<file path="config.mk">
export PLATFORM = sky130hd
export DESIGN_NAME = sipo_deserializer
export DESIGN_NICKNAME = d
export VERILOG_FILES = /design/src/rtl/sipo_deserializer.sv
export SDC_FILE = /design/constraint.sdc
export NUM_CORES = 1
export LEC_CHECK = 0
export ABC_AREA = 1
export BUFFER_PORTS_ARGS = -buffer_cell sky130_fd_sc_hd__buf_2
export CORE_MARGIN = 4
export CORE_UTILIZATION = 30
export CTS_CLUSTER_DIAMETER = 50
export DETAILED_ROUTE_END_ITERATION = 10
export HOLD_SLACK_MARGIN = 0.05
export PLACE_DENSITY = 0.59
export SLEW_MARGIN = 20
export SYNTH_ARGS = -nofsm -noshare
export SYNTH_HDL_FRONTEND = slang
export SYNTH_SLANG_ARGS = --single-unit
</file>
<file path="constraint.sdc">
create_clock -name clk -period 1.84 [get_ports clk]
set_input_delay 0.092 -clock clk [delete_from_list [all_inputs] [get_ports clk]]
set_output_delay 0.092 -clock clk [all_outputs]
set_load 0.005 [all_outputs]
</file>
<file path="src/rtl/sipo_deserializer.sv">
// Serial-in/parallel-out deserializer: frames WIDTH-bit words from a gated bit stream and
// presents them on a registered valid/ready output with sticky overrun detection.
module sipo_deserializer #(
    parameter int unsigned WIDTH     = 8,
    parameter bit          MSB_FIRST = 1'b1,
    parameter int unsigned CW        = $clog2(WIDTH)
) (
    input  logic             clk,
    input  logic             rst,
    input  logic             din,
    input  logic             din_en,
    input  logic             clear,
    output logic [WIDTH-1:0] dout,
    output logic             dout_valid,
    input  logic             dout_ready,
    output logic [CW-1:0]    bit_cnt,
    output logic             overrun
);

    localparam logic [CW-1:0] LastCnt = CW'(WIDTH - 1);

    logic [WIDTH-1:0] sh_q, sh_d;
    logic [WIDTH-1:0] dout_q, dout_d;
    logic [CW-1:0]    cnt_q, cnt_d;
    logic             valid_q, valid_d;
    logic             ovr_q, ovr_d;

    logic [WIDTH-1:0] shifted;
    logic             complete;
    logic             accept;

    always_comb begin
        sh_d     = sh_q;
        cnt_d    = cnt_q;
        dout_d   = dout_q;
        valid_d  = valid_q;
        ovr_d    = ovr_q;
        complete = 1'b0;
        accept   = valid_q & dout_ready;
        shifted  = MSB_FIRST ? {sh_q[WIDTH-2:0], din} : {din, sh_q[WIDTH-1:1]};

        // clear wins over din_en, so a clear cycle can never complete a word
        if (clear) begin
            sh_d  = '0;
            cnt_d = '0;
            ovr_d = 1'b0;
        end else if (din_en) begin
            sh_d = shifted;
            if (cnt_q == LastCnt) begin
                cnt_d    = '0;
                complete = 1'b1;
            end else begin
                cnt_d = cnt_q + CW'(1);
            end
        end

        // An accept on the completing edge frees the slot, so back-to-back words never bubble
        if (complete && (!valid_q || accept)) begin
            dout_d  = shifted;
            valid_d = 1'b1;
        end else if (complete) begin
            ovr_d = 1'b1;
        end else if (accept) begin
            valid_d = 1'b0;
        end
    end

    always_ff @(posedge clk) begin
        if (rst) begin
            sh_q    <= '0;
            cnt_q   <= '0;
            dout_q  <= '0;
            valid_q <= 1'b0;
            ovr_q   <= 1'b0;
        end else begin
            sh_q    <= sh_d;
            cnt_q   <= cnt_d;
            dout_q  <= dout_d;
            valid_q <= valid_d;
            ovr_q   <= ovr_d;
        end
    end

    assign dout       = dout_q;
    assign dout_valid = valid_q;
    assign bit_cnt    = cnt_q;
    assign overrun    = ovr_q;

endmodule

</file>
==> impl_metrics.toml <==
[timing]
min_period_over_period_pct = 73.3
fin_setup_tns_ns = 0
hold_violations = 0
rsz0062_at_grt = "no"
timing.max_slew.rel_slack_pct = 80.8
finalMaxSlewViolations = 0
skew_ns = 0.000423
setup_viol = 0
worst_slew_pin_slew_ns = 0.288
layout_min_cycle_time_ns = 1.35
achievable-frequency_ghz = 0.742

[clocking]
cts_inserted_buffers = 3
cts_repair_resize_count = 0
clock_insertion_delay_worst_skew_ns = 0.29
clock_tree.root_cell = "clkbuf_4"
htree_num_levels = 1
path_clk_slew_ns = 0.10
cts_setup_buffers = 0
tritoncts_clock_tree = "built"
cts.sinks = 20
cts_max_path_buffers = 2
cts_hold_repair.buffers = 1

[route]
viasPerCell = 4.31
detailedRoute.firstPassIterationCount = 3
number_of_vias_in_the_routed_layout = 672
postRouteWirelength_mm = 1.51
drt-wirelength-per-cell_um = 9.67
detail_route.iter0.violations = 14
route.detailed.drc = 0
postRouteAntennaNets = 0

[power]
powerDensity_nw_per_um2 = 698
irDropWorstVdd_mv = 0.504
power_leakage_nw = 0.423
total_power_mw = 0.686

[layout]
num-fill-cells = 291
area_growth_pct = 17.3
multiInputGateArea_um2 = 367
register_area_um2 = 400
final_layout_size_suffix_gt1_share_pct = 23.0
fin_nets = 136
antenna-diode-count = 0

[global_route]
first_global_vias = 648
grt_pass1_wl_mm = 2.70
grt_remaining_overflow = 0
grt_antenna_before_repair = 0
global_route.usage.total_pct = 9.79
grt_start_max_net_pins = 18

[logic_synthesis]
synth_top_cell_area_share_pct = 47.8
synth_ff_type = "dfxtp_1"
synth_fa_ha_area_share_pct = 2.99
yosys.cell_count.top_type = "dfxtp_1"
yosys_warnings = 0
synthArstFlopShare_pct = 0
synth_top_family_by_area = "simple AND/OR/NAND/NOR gates"
mapped_area_um2 = 838
yosysTopAreaCell = "dfxtp_1"
multiplexer_area_fraction_after_synthesis_pct = 0
synth_fp_nets = 114
syn_area_per_cell_um2 = 7.91
synth-compound-area-share_pct = 11.3
synth_enable_flop_cells = 0
synth_seq_area_share_pct = 47.8
yosys.area_share.xor_xnor_pct = 0
synth.ff_latch_count = 20
syn-instance-count = 106
ys_top_cells_by_count = "dfxtp_1 (20), nor2_1 (17), nand2_1 (16)"
yosys-top-cells-area = "dfxtp_1 (48%), nor2_1 (7.6%), nand2_1 (7.2%)"
post_synthesis_share_of_cell_area_spent_on_and_or_nand_and_nor_gates_pct = 29.4
synth.lib_cells_used.distinct = 15

[floorplan]
pin_count = 19
chipHeight_um = 60.9
design.die.area_um2 = 3700
core_area_um2 = 2570
dieWidth_um = 60.9
std_cell_rows = 18
initial_utilization_pct = 32.7

[placement]
dpl.hpwl_mm = 1.23
place.gp.congestion = 0.689
total_of_buffers_placed_on_input_and_output_ports = 18

[setup_path]
criticalPathCategory = "flop to flop"
critPathMaxFanout = 8
endpoint_kind = "flop"
crit_arrival_ns = 1.55
startpoint_type = "flop"
worst_ep_required_time_ns = 2.04

[outcome]
run_status = "complete, no violations"

[run]
cap_violations = 0

[min_path]
worstHoldPathType = "input pin to flop"
[worst max-delay path: stages (launching register included)]
cell     delay [ns]
dfxtp_1        0.38
ha_1           0.16
ha_1           0.25
nand2_2        0.09
nor2_4         0.16
nand3_1        0.09
nand2_1        0.07
nor2_1         0.04
[kinds of logic (layout without fill, tap and decap cells)]
logic type | after synthesis | count (layout)
AOI/OAI and AO/OA | 19 | 19
adders and majority gates | 2 | 2
buffers and inverters | 17 | 37
DFF | 20 | 20
and+or+nand+nor | 48 | 48
[per-stage QoR]
stage | instances | cell area (um^2) | utilization (%) | hold WS, ns | worst slack, ns
2_1_floorplan | 106 | 838 | - | 0.204 | 0.600
3_3_place_gp | 152 | 951 | 37.0 | 0.360 | 0.543
3_5_place_dp | 152 | 951 | 37.0 | 0.373 | 0.493
4_1_cts | 156 | 983 | 38.3 | 0.0559 | 0.471
5_1_grt | 156 | 983 | 38.3 | 0.0584 | 0.292
6_report | 156 | 983 | 38.3 | 0.0688 | 0.492
[final timing paths]
| kind | cells past startpoint | startpoint | slack (ns) | to |
|---|---|---|---|---|
| setup reg to reg | 7 | bit_cnt[0] | 0.49 | dout[6] |
| setup / recovery | 7 | bit_cnt[0] | 0.49 | dout[6] |
| hold / removal | 3 | din | 0.07 | sh_q[0] |
| hold reg to reg | 2 | overrun | 0.46 | overrun |
[registers in the layout (all words and copies together) (netlist names)]
name	cells
bit_cnt	3
dout	8
dout_valid	1
overrun	1
sh_q	7
[power breakdown]
part	leakage [nW]	switching (mW)	total (mW)	internal (mW)
clock	0.0138	0.121	0.197	0.0761
sequential	0.162	0.00357	0.443	0.439
combinational	0.247	0.0300	0.0463	0.0164
total	0.423	0.154	0.686	0.532
[cell type report]
| type | count | area share [%] |
|---|---|---|
| Sequential cell | 20 | 40.7 |
| Multi-Input combinational cell | 69 | 37.3 |
| Timing Repair Buffer | 19 | 10.2 |
| Inverter | 15 | 5.73 |
| Tap cell | 30 | 3.82 |
| Clock buffer | 3 | 2.29 |
[per-layer routing]
layer  track usage, %  up-vias  part of all wire [%]  routed length (um)
met5                0        -                     0                   0
met4             2.79        0                  0.99                  15
met3             4.04        2                   7.5                 113
met2             15.9       16                    46                 693
met1             11.9      278                    45                 686
li1                 -      376                     -                   -
[placed cells by master, fill, tap and decap left out, drive strengths merged]
cell type,synthesis,routed
ha,2,2
dlygate4sd3,0,1
buf,2,18
nand3,10,10
clkbuf,0,3
a21oi,10,10
dfxtp,20,20
inv,15,15
o21ai,9,9
nor2,21,21
nand2,17,17
Power figures use the tool's default switching activity.
